===== src/rtl/pc_gen_rv32i.sv =====
// Program-counter unit for the RV32I core: holds the PC, selects the next PC
// (trap > redirect > halt > stall > increment) and drives the fetch handshake.
module pc_gen_rv32i #(
    parameter int unsigned     XLEN         = 32,
    parameter logic [XLEN-1:0] RESET_VECTOR = '0,
    parameter int unsigned     INC          = 4,
    parameter int unsigned     ALIGN_BITS   = 2,
    parameter int unsigned     CNT_W        = 32
) (
    input  logic             clock,
    input  logic             reset,
    input  logic             stall,
    input  logic             halt,
    input  logic             redirect_valid,
    input  logic [XLEN-1:0]  redirect_target,
    input  logic             trap_valid,
    input  logic [XLEN-1:0]  trap_vector,
    input  logic             fetch_ready,
    output logic             fetch_valid,
    output logic [XLEN-1:0]  fetch_addr,
    output logic             misalign,
    output logic [XLEN-1:0]  misalign_addr,
    output logic [CNT_W-1:0] fetch_count,
    output logic [1:0]       pc_state
);

    localparam logic [XLEN-1:0] ALIGN_MASK = XLEN'((64'd1 << ALIGN_BITS) - 64'd1);

    typedef enum logic [1:0] {
        ST_RST  = 2'd0,
        ST_RUN  = 2'd1,
        ST_HALT = 2'd2
    } state_t;

    state_t          state;
    logic [XLEN-1:0] trap_pc;
    logic            target_misaligned;
    logic            accept;

    assign trap_pc           = trap_vector & ~ALIGN_MASK;
    assign target_misaligned = |(redirect_target & ALIGN_MASK);
    assign accept            = fetch_valid & fetch_ready;
    assign pc_state          = state;

    // fetch_valid tracks state==RUN; misalign is a single-cycle pulse.
    always_ff @(posedge clock) begin
        if (reset) begin
            state         <= ST_RST;
            fetch_valid   <= 1'b0;
            fetch_addr    <= RESET_VECTOR;
            misalign      <= 1'b0;
            misalign_addr <= '0;
            fetch_count   <= '0;
        end else begin
            misalign <= 1'b0;
            case (state)
                ST_RST: begin
                    state       <= ST_RUN;
                    fetch_valid <= 1'b1;
                end
                ST_RUN: begin
                    if (accept) begin
                        fetch_count <= fetch_count + CNT_W'(1);
                    end
                    if (trap_valid) begin
                        fetch_addr <= trap_pc;
                    end else if (redirect_valid && !target_misaligned) begin
                        fetch_addr <= redirect_target;
                    end else if (redirect_valid) begin
                        misalign      <= 1'b1;
                        misalign_addr <= redirect_target;
                        state         <= ST_HALT;
                        fetch_valid   <= 1'b0;
                    end else if (halt) begin
                        state       <= ST_HALT;
                        fetch_valid <= 1'b0;
                    end else if (!stall && fetch_ready) begin
                        fetch_addr <= fetch_addr + XLEN'(INC);
                    end
                end
                ST_HALT: begin
                    if (trap_valid) begin
                        fetch_addr  <= trap_pc;
                        state       <= ST_RUN;
                        fetch_valid <= 1'b1;
                    end else if (redirect_valid && !target_misaligned) begin
                        fetch_addr  <= redirect_target;
                        state       <= ST_RUN;
                        fetch_valid <= 1'b1;
                    end else if (redirect_valid) begin
                        misalign      <= 1'b1;
                        misalign_addr <= redirect_target;
                    end
                end
                default: begin
                    state       <= ST_RST;
                    fetch_valid <= 1'b0;
                end
            endcase
        end
    end

endmodule

===== config.mk =====
export PLATFORM = sky130hd
export DESIGN_NAME = pc_gen_rv32i
export DESIGN_NICKNAME = d
export VERILOG_FILES = /design/src/rtl/pc_gen_rv32i.sv
export SDC_FILE = /design/constraint.sdc
export NUM_CORES = 1
export LEC_CHECK = 0
export ABC_AREA = 1
export ABC_CLOCK_PERIOD_IN_PS = 3000
export CAP_MARGIN = 15
export CORE_MARGIN = 2
export CORE_UTILIZATION = 50
export CTS_BUF_LIST = sky130_fd_sc_hd__clkbuf_8
export DETAILED_ROUTE_END_ITERATION = 16
export GPL_ROUTABILITY_DRIVEN = 0
export HOLD_SLACK_MARGIN = 0.02
export PLACE_DENSITY = 0.92
export SKIP_CTS_REPAIR_TIMING = 1
export SLEW_MARGIN = 20
export SYNTH_ARGS = -nofsm -noshare
export SYNTH_HDL_FRONTEND = slang
export SYNTH_SLANG_ARGS = --single-unit
export TNS_END_PERCENT = 10

===== constraint.sdc =====
create_clock -name clock -period 3 [get_ports clock]
set_input_delay 0.45 -clock clock [delete_from_list [all_inputs] [get_ports clock]]
set_output_delay 0.45 -clock clock [all_outputs]
set_load 0.02 [all_outputs]

==> flow_metrics.py <==
metrics = {
    "global_route": {
        "overflow": 0,
        "antenna_found_initial": 0,
        "grtUsageTotal": 0.290,
        "grt_max_degree": 56,
        "grt_pass1_wl_mm": 30.6,
        "grt_pass1_vias": 6656,
    },
    "yosys": {
        "ys_seq_elements": 99,
        "yosysWarnings": 0,
        "synth_area_leaders": "dfxtp_1 (33%), nand2_1 (21%), a21oi_1 (9.1%)",
        "ys_seq_area_frac": 0.329,
        "syn-num-nets": 1075,
        "synth_top_area_share": 0.329,
        "yosys_most_used_dff": "dfxtp_1",
        "yosys.area.top_type": "dfxtp_1",
        "synth_area_um2": 6020,
        "async_reset_ff_frac": 0,
        "synth_enable_flop_cells": 0,
        "synth_cell_types": 32,
        "syn_inst": 999,
        "syn_area_per_cell_um2": 6.03,
    },
    "worst_hold_path": {
        "min_path_cells": 2,
        "hold_end": "fetch_addr[1]",
        "worstHoldStart": "fetch_addr[1]",
        "worstHoldPathType": "reg2reg",
    },
    "power": {
        "power_density_nw_per_um2": 467,
        "ir_drop_mv": 0.424,
        "leakagePower_nw": 2.97,
    },
    "floorplanning": {
        "coreArea_um2": 11900,
        "io_pins": 171,
        "num_rows": 40,
        "initial_core_util": 0.508,
        "fp.dieW_um": 114,
        "die_area_um2": 12900,
        "die_h_um": 114,
    },
    "timing": {
        "worstMarginPinSlew_ns": 0.871,
        "setup_ws_ns": 0.698,
        "setup_tns_ns": 0,
        "skew_ns": 0.0156,
        "final_hold_viol_count": 0,
        "setup_viol": 0,
        "post-route-period-util": 0.767,
        "rsz0062_at_grt": "no",
        "slew-limit-headroom": 0.419,
        "slew_viol_final": 0,
        "min_period_ns": 2.30,
        "fmax_mhz": 434,
    },
    "routing": {
        "ant_nets": 0,
        "drt-total-wl_mm": 18.2,
        "via_per_inst": 5.40,
        "drc": 0,
        "via_count": 7034,
        "post_drt_wl_per_cell_um": 14.0,
        "drtIter0Drc": 598,
        "drt_first_pass_iters": 7,
    },
    "worst_setup_path": {
        "reg2reg_from": "pc_state[0]",
        "crit_fanout": 24,
        "timing.rr.end": "fetch_addr[9]",
        "required_ns": 3.29,
        "worstSetupPathType": "reg2reg",
        "worst_ep_arrival_time_ns": 2.59,
        "start_kind": "register",
        "r2r_setup_slack_ns": 0.70,
        "r2r_cells": 11,
        "end_kind": "register",
    },
    "clock_tree": {
        "cts_tree": "built",
        "insertion_delay_ns": 0.39,
        "cts_buffer_depth": 2,
        "cts_num_sinks": 99,
        "cts_root_buffer": "clkbuf_8",
        "numCtsBuffers": 9,
        "cts.reportedPaths.clkPinSlew_ns": 0.09,
        "htreeDepth": 3,
    },
    "placed_design": {
        "dpl_cell_area_um2": 7780,
        "dpl.hpwl_mm": 13.1,
        "io_buffer_count": 168,
        "dp_worst_setup_slack_ns": 0.698,
    },
    "job": {
        "drv_cap": 0,
    },
    "outcome": {
        "outcome": "finished clean",
    },
    "finish": {
        "drive_above_1_share": 0.0615,
        "fill_cells": 996,
        "diodes": 0,
        "mostFrequentLayoutCells": "nand2_1 (343), clkdlybuf4s50_1 (167), nor2_1 (114)",
        "area_growth_pct": 32.8,
        "finalNetCount": 1227,
        "design_area_um2": 7990,
        "mostFrequentLayoutCell": "nand2_1",
    },
}
==> flip-flops by register name (all words and copies together), names as in the netlist <==
register	count
fetch_count	32
fetch_addr	32
misalign_addr	32
pc_state	2
misalign	1
==> cells in the mapped netlist, types with 5 or more instances <==
master and number:
or2_2 22, o21ai_0 72, nand2_2 8, nand4_1 5
nor2_1 114, nor2_2 5, nand2_1 343, dfxtp_1 99
clkbuf_1 27, inv_1 82, nand3_1 49, nand3b_1 10
a21oi_1 110, xnor2_1 5, buf_4 5, ha_1 5
==> through the flow <==
stage	util	hold slack, ns	std cells	total power [mW]
after floorplan	-	0.514	999	2.27
after global placement	0.656	0.428	1287	2.75
after detailed placement	0.656	0.429	1287	2.77
after CTS	0.674	0.445	1302	3.74
after global routing	0.674	0.466	1302	3.93
final	0.674	0.447	1302	3.73
==> worst max path at each step <==
stage | startpoint | to | slack [ns]
6_report | pc_state[0] | fetch_addr[9] | 0.70
4_1_cts | pc_state[0] | fetch_addr[9] | 0.75
3_5_place_dp | redirect_target[0] | misalign_addr[10] | 0.70
3_3_place_gp | redirect_target[0] | misalign_addr[1] | 0.74
5_1_grt | pc_state[0] | fetch_addr[9] | 0.48
2_1_floorplan | pc_state[0] | fetch_addr[2] | 1.18
==> layer usage <==
metal	track usage	vias to the layer above	share of wire
li1	-	3483	-
met1	0.346	3191	0.42
met2	0.493	317	0.47
met3	0.0739	43	0.083
met4	0.130	0	0.026
met5	0	-	0
==> cells by family after synthesis <==
logic type                 Yosys count  synth area share
AOI/OAI and AO/OA                  191             0.162
xor gates and xnor gates             9            0.0131
adders and majority gates            5            0.0104
buffers and inverters              126            0.0862
DFF                                 99             0.329
and+or+nand+nor                    569             0.399
==> final cells by class <==
type / count / area, um2 / area share
tap: 147 / 184 / 0.0230
timing repair buffer: 180 / 1770 / 0.221
inverter: 87 / 327 / 0.0409
sequential: 99 / 1980 / 0.248
clock buffer: 10 / 138 / 0.0172
multi-input combinational: 774 / 3520 / 0.440
clock inverter: 5 / 77.6 / 0.00970
==> critical path: stages, from the launching register on <==
cell and delay (ns):
dfxtp_1 0.47, inv_1 0.12, ha_1 0.21, buf_4 0.22, inv_1 0.14, nand2_1 0.22, inv_1 0.33, o21ai_0 0.15
a21oi_1 0.15, nor2_1 0.05, nor2_1 0.09, nor2_1 0.04
==> power by group <==
group          total, mW  internal (mW)  switching (mW)
clock network      0.969          0.487           0.482
logic               1.15          0.498           0.652
registers           1.61           1.44           0.175
(Power assumes the default switching activity.)
